`src/rtl/rsa_seq_pkg.sv`:
```
// Shared definitions for the RSA core sequencer: state encoding and the
// width of the phase counter shared by the SETUP and HOLD phases.
package rsa_seq_pkg;

    typedef enum logic [2:0] {
        ST_IDLE  = 3'd0,
        ST_SETUP = 3'd1,
        ST_RUN   = 3'd2,
        ST_DONE  = 3'd3,
        ST_HOLD  = 3'd4
    } seq_state_t;

    // Must hold SETUP_CYCLES-1 and EOC_HOLD_CYCLES-1; never narrower than one bit.
    function automatic int phase_cnt_w(input int setup_cycles, input int hold_cycles);
        int w;
        w = 1;
        if ($clog2(setup_cycles) > w) begin
            w = $clog2(setup_cycles);
        end
        if ($clog2(hold_cycles) > w) begin
            w = $clog2(hold_cycles);
        end
        return w;
    endfunction

endpackage

```
`src/rtl/rsa_seq_wdog.sv`:
```
// RUN-phase cycle counter with saturating increment and watchdog compare.
// The expire flag looks at the pre-increment count so the caller can act in the same edge.
module rsa_seq_wdog #(
    parameter int CNT_W = 16
) (
    input  logic             clk,
    input  logic             rstb,
    input  logic             i_clr,
    input  logic             i_inc,
    input  logic [CNT_W-1:0] i_limit,
    output logic [CNT_W-1:0] o_count,
    output logic             o_expire
);

    localparam logic [CNT_W-1:0] CNT_MAX = '1;

    logic [CNT_W-1:0] r_count;
    logic             w_limit_on;
    logic             w_at_limit;

    always_ff @(posedge clk or negedge rstb) begin
        if (!rstb) begin
            r_count <= '0;
        end else if (i_clr) begin
            r_count <= '0;
        end else if (i_inc && (r_count != CNT_MAX)) begin
            r_count <= r_count + CNT_W'(1);
        end
    end

    // A zero limit disables the watchdog, so limit-1 never wraps when it matters.
    assign w_limit_on = (i_limit != '0);
    assign w_at_limit = (r_count == (i_limit - CNT_W'(1)));

    assign o_count  = r_count;
    assign o_expire = w_limit_on && w_at_limit;

endmodule

```
`src/rtl/rsa_seq_ctrl.sv`:
```
// Sequencer that releases the RSA core from reset, supervises one exponentiation
// with a watchdog, and reports completion with a sticky level and a one-cycle pulse.
module rsa_seq_ctrl
    import rsa_seq_pkg::*;
#(
    parameter int SETUP_CYCLES    = 1,
    parameter int EOC_HOLD_CYCLES = 2,
    parameter int CNT_W           = 16
) (
    input  logic             clk,
    input  logic             rstb,
    input  logic             ena,
    input  logic             start,
    input  logic             start_cmd,
    input  logic             stop_cmd,
    input  logic             eoc_int,
    input  logic [CNT_W-1:0] timeout_limit,
    output logic             en_rsa,
    output logic             rst_rsa,
    output logic             eoc,
    output logic             eocp,
    output logic             busy,
    output logic             timeout_err,
    output logic [CNT_W-1:0] run_cycles
);

    localparam int              PH_W       = phase_cnt_w(SETUP_CYCLES, EOC_HOLD_CYCLES);
    localparam logic [PH_W-1:0] SETUP_LOAD = PH_W'(SETUP_CYCLES - 1);
    localparam logic [PH_W-1:0] HOLD_LOAD  = PH_W'(EOC_HOLD_CYCLES - 1);

    seq_state_t      r_state;
    logic            r_armed;
    logic [PH_W-1:0] r_phase;
    logic            r_en_rsa;
    logic            r_rst_rsa;
    logic            r_eoc;
    logic            r_eocp;
    logic            r_busy;
    logic            r_timeout_err;

    logic             w_start_any;
    logic             w_accept;
    logic             w_run_inc;
    logic             w_expire;
    logic [CNT_W-1:0] w_run_cycles;

    assign w_start_any = start | start_cmd;

    // A start fires only after start_any has been seen low in IDLE, so a held level fires once.
    assign w_accept  = !stop_cmd && ena && (r_state == ST_IDLE) && r_armed && w_start_any;
    assign w_run_inc = !stop_cmd && ena && (r_state == ST_RUN);

    rsa_seq_wdog #(
        .CNT_W (CNT_W)
    ) u_wdog (
        .clk      (clk),
        .rstb     (rstb),
        .i_clr    (w_accept),
        .i_inc    (w_run_inc),
        .i_limit  (timeout_limit),
        .o_count  (w_run_cycles),
        .o_expire (w_expire)
    );

    always_ff @(posedge clk or negedge rstb) begin
        if (!rstb) begin
            r_state       <= ST_IDLE;
            r_armed       <= 1'b0;
            r_phase       <= '0;
            r_en_rsa      <= 1'b0;
            r_rst_rsa     <= 1'b0;
            r_eoc         <= 1'b0;
            r_eocp        <= 1'b0;
            r_busy        <= 1'b0;
            r_timeout_err <= 1'b0;
        end else if (stop_cmd) begin
            // Abort overrides the clock enable; run_cycles is left for post-mortem reading.
            r_state       <= ST_IDLE;
            r_armed       <= 1'b0;
            r_en_rsa      <= 1'b0;
            r_rst_rsa     <= 1'b0;
            r_eoc         <= 1'b0;
            r_eocp        <= 1'b0;
            r_busy        <= 1'b0;
            r_timeout_err <= 1'b0;
        end else if (ena) begin
            case (r_state)
                ST_IDLE: begin
                    if (!w_start_any) begin
                        r_armed <= 1'b1;
                    end
                    if (w_accept) begin
                        r_armed       <= 1'b0;
                        r_state       <= ST_SETUP;
                        r_phase       <= SETUP_LOAD;
                        r_en_rsa      <= 1'b1;
                        r_rst_rsa     <= 1'b0;
                        r_eoc         <= 1'b0;
                        r_timeout_err <= 1'b0;
                        r_busy        <= 1'b1;
                    end
                end
                ST_SETUP: begin
                    if (r_phase == '0) begin
                        r_state   <= ST_RUN;
                        r_rst_rsa <= 1'b1;
                    end else begin
                        r_phase <= r_phase - PH_W'(1);
                    end
                end
                ST_RUN: begin
                    // Completion takes precedence over a watchdog expiry in the same cycle.
                    if (eoc_int) begin
                        r_state <= ST_DONE;
                        r_eocp  <= 1'b1;
                    end else if (w_expire) begin
                        r_state       <= ST_IDLE;
                        r_timeout_err <= 1'b1;
                        r_en_rsa      <= 1'b0;
                        r_rst_rsa     <= 1'b0;
                        r_busy        <= 1'b0;
                    end
                end
                ST_DONE: begin
                    r_state <= ST_HOLD;
                    r_phase <= HOLD_LOAD;
                    r_eocp  <= 1'b0;
                    r_eoc   <= 1'b1;
                end
                ST_HOLD: begin
                    // rst_rsa and eoc stay high in IDLE so the result remains readable.
                    if (r_phase == '0) begin
                        r_state  <= ST_IDLE;
                        r_en_rsa <= 1'b0;
                        r_busy   <= 1'b0;
                    end else begin
                        r_phase <= r_phase - PH_W'(1);
                    end
                end
                default: begin
                    r_state  <= ST_IDLE;
                    r_en_rsa <= 1'b0;
                    r_busy   <= 1'b0;
                    r_eocp   <= 1'b0;
                end
            endcase
        end
    end

    assign en_rsa      = r_en_rsa;
    assign rst_rsa     = r_rst_rsa;
    assign eoc         = r_eoc;
    assign eocp        = r_eocp;
    assign busy        = r_busy;
    assign timeout_err = r_timeout_err;
    assign run_cycles  = w_run_cycles;

endmodule

```
`config.mk`:
```
export PLATFORM = sky130hd
export DESIGN_NAME = rsa_seq_ctrl
export DESIGN_NICKNAME = d
export VERILOG_FILES = /design/src/rtl/rsa_seq_pkg.sv /design/src/rtl/rsa_seq_wdog.sv /design/src/rtl/rsa_seq_ctrl.sv
export SDC_FILE = /design/constraint.sdc
export NUM_CORES = 1
export LEC_CHECK = 0
export CORE_ASPECT_RATIO = 2
export CORE_MARGIN = 3
export CORE_UTILIZATION = 50
export DETAILED_ROUTE_END_ITERATION = 6
export PLACE_DENSITY = 0.8
export SYNTH_ARGS = -nofsm -noshare
export SYNTH_HDL_FRONTEND = slang
export SYNTH_SLANG_ARGS = --single-unit
```
`constraint.sdc`:
```
create_clock -name clk -period 4 [get_ports clk]
set_input_delay 0.8 -clock clk [delete_from_list [all_inputs] [get_ports clk]]
set_output_delay 0.8 -clock clk [all_outputs]
set_load 0.05 [all_outputs]
```
* Word-level counts from Yosys, hierarchy flattened
Cells that the tools add are included.
** Word-level totals
- Output and inout bits :: 22
- Word-level logic and storage cells :: 100
- Register bits :: 26
** Operators by class
- $add $sub $neg :: 3
- Eq/ne operators :: 17
- Reductions and logical operators :: 28
- Muxes and demuxes :: 41
- Bitwise operators :: 2
** Operators with widths (count)
- 16-bit 2-to-1 mux :: 2
- 1-bit 2-to-1 mux :: 25
- 3-bit 2-to-1 mux :: 7
- 16-bit by 1-bit adder with 16-bit output, second input constant :: 1
- 16-bit equality test :: 1
- 16-bit != test, second input constant :: 1
- 16-bit nonzero test :: 1
- 16-bit by 1-bit subtractor with 16-bit output, second input constant :: 1
- 3-bit one-hot mux with 5 select lines :: 1
- 3-bit != test, second input constant :: 4
- 6-bit AND reduction :: 2
- 5-bit AND reduction :: 2
- 3-bit by 2-bit != test with 1-bit output, second input constant :: 3
- 3-bit AND reduction :: 3
- 3-bit nonzero test :: 3
- 1-bit logical AND :: 7
- 3-bit by 2-bit equality test with 1-bit output, second input constant :: 2
- 2-bit by 1-bit != test with 1-bit output, second input constant :: 3
- 1-bit one-hot mux with 2 select lines :: 3
- 1-bit one-hot mux with 3 select lines :: 2
- 2-bit nonzero test :: 3
- 4-bit by 3-bit != test with 1-bit output, second input constant :: 1
- 1-bit one-hot mux with 4 select lines :: 1
- 4-bit AND reduction :: 1
- 10 further kinds :: 11

* Logic depth before layout (Yosys ltp)
Gate-level depths: netlist (run 1).
- Depth in word-level cells :: 9
- Gate-level depth with buffers :: 9
- Mapped depth without buffers :: 9

* Hierarchy
A second synthesis (run 1) with hierarchy kept.
** Unflattened totals
- Cell total of the unflattened synthesis :: 241
- Area, all modules :: 2013.2 um2
** By module, submodules not included
- rsa_seq_wdog :: times used 1, cells each 163, seq. area each 400.4 um2, area an instance 1358.8 um2
- rsa_seq_ctrl :: times used 1, cells each 78, seq. area each 250.2 um2, area an instance 654.4 um2

* Worst setup path before layout (run 1)
OpenSTA, ideal clock, no wires.
- Path type :: input-to-reg
- Start :: input timeout_limit[3]
- End :: register r_busy, in the netlist busy
- Path slack :: 1.322 ns
- Library setup time :: 0.121 ns
- Stages :: 7
- Data arrival time :: 2.557 ns
- Path through :: or4_4 -> nor4b_4 -> a41oi_1 -> a221oi_2 -> o21ai_2 -> o31a_1 -> o22a_1
** On the way
- Cells in the longest elaborated chain, start to end :: 5
- Elaborated cells between the ends (all ways) :: 6
** RTL lines
- from (decl) :: RTL line rsa_seq_ctrl.sv:17 : input logic [CNT_W-1:0] timeout_limit,
- 16-bit by 1-bit subtractor with 16-bit output :: RTL line rsa_seq_wdog.sv:33 : assign w_at_limit = (r_count == (i_limit - CNT_W'(1)));
- 16-bit equality test :: RTL line rsa_seq_wdog.sv:33
- 1-bit logical AND (*) :: RTL line rsa_seq_wdog.sv:36 : assign o_expire = w_limit_on && w_at_limit;
- 3-bit by 2-bit != test with 1-bit output (no source line) (*)
- 6-bit AND reduction (no source line) (*)
- to (signal assigned) :: RTL line rsa_seq_ctrl.sv:74 : r_busy <= 1'b0;
- to (signal assigned) :: RTL line rsa_seq_ctrl.sv:84 : r_busy <= 1'b0;
- to (signal assigned) :: RTL line rsa_seq_ctrl.sv:100 : r_busy <= 1'b1;
- to (decl) :: RTL line rsa_seq_ctrl.sv:38 : logic r_busy;
Mark *: on every way between the ends. The rest lies on a longest branch, timed or not.
A chain may end at the register's enable or synchronous reset.

* Worst setup path in the final report (run 1)
Ends and elaborated chain as after synthesis.

==> results.ini, run 1 <==
[outcome]
status = finished clean

[setup_path]
cp.required_ns = 4.16
cp-start-kind = primary input
slowest_stage = or4_4
critPathKind = primary input to register
cp_data_arrival_time_ns = 3.25
critPathMaxStageDelay_ns = 0.62
path_cells = clkdlybuf4s50_1 -> or4_4 -> nor4b_4 -> a41oi_1 -> a221oi_2 -> o21ai_2 -> o31a_1 -> o22a_1
end_kind = register
worst-path-max-fanout = 7

[synth]
ys_ff_latch = 26
yosysTopAreaCell = dfrtp_1
yosys.area_share.simple = 0.3072
synth_compound_area_frac = 0.1596
ys_seq_area_frac = 0.3293
synth-adder-area-share = 0.01900
synth_top_area_frac = 0.3293
synthesis.nets = 266
synth_top_family_by_area = simple AND/OR/NAND/NOR gates
ys_top_cells_by_area = dfrtp_1 (33%), xnor2_1 (7.5%), nor2_1 (6.1%)
ys_warn_count = 0
synth.avg_cell_area_sq_um = 8.232
muxShareOfSynthArea = 0.02090
synthesis.area_sq_um = 1976
synth_cells = 240
synth_cell_types = 45
ys.flop_type = dfrtp_1
synth_edf_count = 0
async_reset_ff_frac = 1.000
synth_xor_area_frac = 0.1330

[grt]
antenna_found_initial = 0
grt_pass1_vias = 1936
grt_max_degree = 27
overflow = 0
grt_pass1_wl_um = 9066
grt_usage = 0.2445

[route]
drc = 0
routed_via_density = 5.957
vias = 1960
wire_per_inst_um = 16.52
routed_wl_um = 5436
drtIter0Drc = 42
dr.pass1.iters = 4
ant_nets = 0

[sta]
layout_setup_ws_ns = 0.9060
drv_slew = 0
slew_headroom = 0.5354
tns_ns = 0
timing.final.crit_share = 0.7735
hold_ws_ns = 0.5008
finalHoldViolCount = 0
period_needed_ns = 3.094
fin_skew_ns = 0.002513
tightest_slew_ns = 0.6905
fmaxAchievable_mhz = 323.2
setup_viol = 0
rsz0062_at_grt = no

[floorplan]
num_io_pins = 45
die_x_um = 50.45
fp.dieH_um = 94.90
start_util = 0.5306
coreArea_sq_um = 3724
dieArea_sq_um = 4787
row_count = 31

[placement]
place.port_buffers = 44
pre_cts_ws_ns = 0.6196
finalWeightedCongestion = 0.8871
dp_hpwl_um = 4290

[pwr]
power.density_nw_per_um2 = 231.1
p_leak_nw = 1.040
p_comb_frac = 0.256
peakVddDrop_mv = 0.1968
seq_power_share = 0.490
pwr-share-clk = 0.254
p_int_mw = 0.4014
switching_share = 0.3048
p_switching_mw = 0.1760

[layout]
multi_input_comb_area_sq_um = 1264
mostFrequentLayoutCell = clkdlybuf4s50_1
synthToLayoutAreaGrowth_pct = 26.47
area.sequential_sq_um = 650.6
diodes = 0
drive_above_1_share = 0.03929
num-nets-final = 308
final.fill_count = 340
layout_common_cells = clkdlybuf4s50_1 (44), nor2_1 (32), dfrtp_1 (26), nand2_1 (18), xnor2_1 (17)

[clock_tree]
cts_setup_buffers = 0
cts-hold-fix-buffers = 0
cts_tree = built
clock_sinks = 26
htreeDepth = 1
cts_buffers = 3
cts.clk_slew.worst_paths_ns = 0.08
root_buffer = clkbuf_8
clk_path_buf_depth = 2
cts_resized = 0
worst_skew_pair.late_latency_ns = 0.27

[min_path]
worstHoldPathType = register to register

[job]
cap_violations = 0

critical path: cells and delay by family:
family                 cells  cell delay, ns
AO/OA/AOI/OAI              5            0.97
AND/OR/NAND/NOR            2            0.95
buffers and inverters      1            0.53
logic make-up after synthesis:
group	after synthesis
adder cells (fa/ha/maj)	3
AND/OR/NAND/NOR	116
buffers and inverters	15
flip-flops	26
multiplexers	4
AO/OA/AOI/OAI	46
XOR/XNOR	30
final cells by class:
| cell class | instances | area share |
|---|---|---|
| well taps | 49 | 0.02454 |
| flip-flops and latches | 26 | 0.2604 |
| inverters | 5 | 0.007511 |
| clock buffers | 3 | 0.01652 |
| multi-input cells | 199 | 0.5058 |
| repair buffers | 47 | 0.1853 |
path summary, 6_finish.rpt:
check / startpoint / end / slack (ns) / cells after the start
worst max-delay path: timeout_limit[3] / busy$_DFFE_PN0P_ / 0.91 / 8
worst min register to register: r_armed$_DFFE_PN0P_ / r_armed$_DFFE_PN0P_ / 0.50 / 2
worst min-delay path: r_armed$_DFFE_PN0P_ / r_armed$_DFFE_PN0P_ / 0.50 / 2
worst max register to register: u_wdog.o_count[7]$_DFFE_PN0P_ / u_wdog.o_count[13]$_DFFE_PN0P_ / 1.83 / 7
min in group asynchronous: rstb / eoc$_DFFE_PN0P_ / 0.89 / 2
max in group asynchronous: rstb / r_armed$_DFFE_PN0P_ / 2.85 / 2
metal layers:
metal	GRT usage	vias up	part of all wire
li1	-	942	-
met1	0.2455	937	0.36
met2	0.4760	64	0.56
met3	0.02370	17	0.035
met4	0.1258	0	0.042
met5	0	-	0
registers in the layout (all words and copies together), names as in the netlist:
signal / flops
eoc: 1
busy: 1
r_armed: 1
rst_rsa: 1
r_state: 3
eocp: 1
u_wdog.o_count: 16
r_phase: 1
timeout_err: 1
power by group through the flow:
stage | sequential (mW) | combinational (mW) | clock [mW]
2_1_floorplan | 0.312 | 0.0554 | 0
3_5_place_dp | 0.288 | 0.147 | 0
3_3_place_gp | 0.288 | 0.144 | 0
6_report | 0.283 | 0.148 | 0.147
4_1_cts | 0.283 | 0.148 | 0.149
5_1_grt | 0.286 | 0.159 | 0.159
synth_stat cells (all sizes together) (2+ instances only):
master,n
or3,3
a31oi,2
a21oi,11
o22a,3
a21o,3
clkbuf,7
nor4,7
inv,5
xnor2,17
and4,2
and3,6
dfrtp,26
buf,3
xor2,13
ha,3
o31a,2
nor2,32
nor3,10
a211oi,4
nand4b,2
nand2,18
o21ai,9
nand3,11
o31ai,2
nand4,6
nand2b,5
nor2b,11
mux2i,3
through the flow:
step	instances	instance area, sq um	utilization	power (mW)
floorplan	240	1976	-	0.3672
detailed placement	326	2457	0.6599	0.4356
global placement	326	2457	0.6599	0.4317
CTS	329	2499	0.6710	0.5801
global route	329	2499	0.6710	0.6038
finish	329	2499	0.6710	0.5774
No activity file was read; power rests on OpenSTA's default activity.
==> inputs of run 2 (changes only) <==
Clock period 4 ns to 3.1 ns, I/O delays scaled along.
==> results.ini, run 2 (synthesis gave the netlist of run 1 again) <==
[outcome]
status = finished clean

[pwr]
peakVddDrop_mv = 0.3328  ; +69%
finalPower_mw = 0.8434  ; +46%
power.density_nw_per_um2 = 322.0  ; +39%
p_leak_nw = 1.114  ; +7.2%

[layout]
synthToLayoutAreaGrowth_pct = 32.55
instances_no_fill = 342  ; +4.0%
drive_above_1_share = 0.08191  ; +0.04263
final.fill_count = 320  ; -5.9%
final_area_sq_um = 2619  ; +4.8%
fin_util = 0.7033  ; +0.03226
layout_common_cells = clkdlybuf4s50_1 (44), nor2_1 (32), dfrtp_1 (26), nand2_1 (18), xnor2_1 (17)
diodes = 0  ; unchanged
mostFrequentLayoutCell = clkdlybuf4s50_1
num-nets-final = 320  ; +3.9%
largest_reg_flops = 16  ; unchanged

[sta]
fin_skew_ns = 0.005175  ; +0.002662 ns
layout_setup_ws_ns = 0.3296  ; -0.5764 ns
timing.final.crit_share = 0.8937
period_needed_ns = 2.770
setup_viol = 0  ; unchanged
fmaxAchievable_mhz = 361.0
finalHoldViolCount = 0  ; unchanged
slew_headroom = 0.6037  ; +0.06834
drv_slew = 0  ; unchanged
rsz0062_at_grt = no
tightest_slew_ns = 0.5899  ; -0.1007 ns

[clock_tree]
cts.clk_slew.worst_paths_ns = 0.09  ; about the same
htreeDepth = 1  ; unchanged
cts_tree = built
worst_skew_pair.late_latency_ns = 0.27  ; about the same
clock_sinks = 26  ; unchanged
cts-hold-fix-buffers = 0  ; unchanged
cts_resized = 0  ; unchanged
clk_path_buf_depth = 2  ; unchanged
cts_setup_buffers = 0  ; unchanged
cts_buffers = 3  ; unchanged
root_buffer = clkbuf_8

[setup_path]
r2r_start = u_wdog.o_count[7]$_DFFE_PN0P_
path_cells = clkdlybuf4s50_1 -> or4_4 -> nor4b_4 -> a41oi_1 -> a221oi_2 -> o21ai_2 -> o31a_1 -> o22a_1
cp_data_arrival_time_ns = 2.93  ; -0.32 ns
rr_worst_depth = 8  ; +1
r2r-end = u_wdog.o_count[5]$_DFFE_PN0P_
worst-path-max-fanout = 4  ; -3
end_kind = register
critPathKind = primary input to register
slowest_stage = or4_4
cp.required_ns = 3.26  ; -0.90 ns
critPathMaxStageDelay_ns = 0.57  ; -0.05 ns
cp-start-kind = primary input
reg2reg_slack_ns = 0.97  ; -0.86 ns

[grt]
grt_max_degree = 27  ; unchanged
antenna_found_initial = 0  ; unchanged
grt_pass1_wl_um = 9287  ; +2.4%
grt_pass1_vias = 2060  ; +6.4%
grt_usage = 0.2507  ; +0.006249
overflow = 0  ; unchanged

[min_path]
hold_end = r_armed$_DFFE_PN0P_
worstHoldPathType = register to register
hold_start = r_armed$_DFFE_PN0P_
hold_depth = 2  ; unchanged

[floorplan]
start_util = 0.5306  ; unchanged
row_count = 31  ; unchanged
dieArea_sq_um = 4787  ; unchanged
coreArea_sq_um = 3724  ; unchanged
fp.dieH_um = 94.90  ; unchanged
die_x_um = 50.45  ; unchanged
num_io_pins = 45  ; unchanged

[placement]
finalWeightedCongestion = 0.8886  ; +0.17%
dp.cells = 338  ; +3.7%
pre_cts_ws_ns = -0.002199  ; -0.6218 ns
place.port_buffers = 44  ; unchanged
dp_hpwl_um = 4445  ; +3.6%
place_area_sq_um = 2547  ; +3.7%

[route]
vias = 2006  ; +2.3%
routed_via_density = 5.865  ; -1.5%
wire_per_inst_um = 16.10  ; -2.5%
drc = 0  ; unchanged
drtIter0Drc = 62  ; +48%
routed_wl_um = 5507  ; +1.3%
ant_nets = 0  ; unchanged
dr.pass1.iters = 4  ; unchanged

[job]
cap_violations = 0  ; unchanged

run 2: routing by layer:
layer / track usage / wire, um / up-vias
li1: - / - / 969
met1: 0.2567 / 1963 / 935
met2: 0.4716 / 3074 / 80
met3: 0.02212 / 208 / 22
met4: 0.1551 / 260 / 0
met5: 0 / 0 / -
run 2: how the worst max path moves through the flow:
stage	from	to	slack (ns)
6_report	timeout_limit[5]	busy$_DFFE_PN0P_	0.33
3_3_place_gp	timeout_limit[5]	busy$_DFFE_PN0P_	0.09
3_5_place_dp	timeout_limit[0]	busy$_DFFE_PN0P_	-0.002
5_1_grt	timeout_limit[0]	rst_rsa$_DFFE_PN0P_	0.15
2_1_floorplan	timeout_limit[3]	busy$_DFFE_PN0P_	0.60
4_1_cts	timeout_limit[0]	busy$_DFFE_PN0P_	0.29
run 2: metrics by stage:
stage           TNS [ns]  hold WS (ns)
5_1_grt                0        0.5556
3_5_place_dp   -0.002199        0.4928
2_1_floorplan          0        0.3244
6_report               0        0.5072
4_1_cts                0        0.5130
3_3_place_gp           0        0.4874
run 2: area by class of cell:
type	count	area [sq um]	area share
clock buffers	3	41.29	0.01577
well taps	49	61.31	0.02341
flip-flops and latches	26	650.6	0.2484
multi-input cells	199	1264	0.4826
repair buffers	59	553.0	0.2112
inverters	5	18.77	0.007167
clock inverters	1	30.03	0.01147
run 2: worst max-delay path, delay by kind of cell:
family	cells	cell delay [ns]
AO/OA/AOI/OAI	5	0.99
buffers and inverters	1	0.46
AND/OR/NAND/NOR	2	0.86
run 2: report_power, final:
part,internal [mW],switching (mW)
Clock,0.173,0.108
Sequential,0.350,0.0151
Combinational,0.0883,0.109
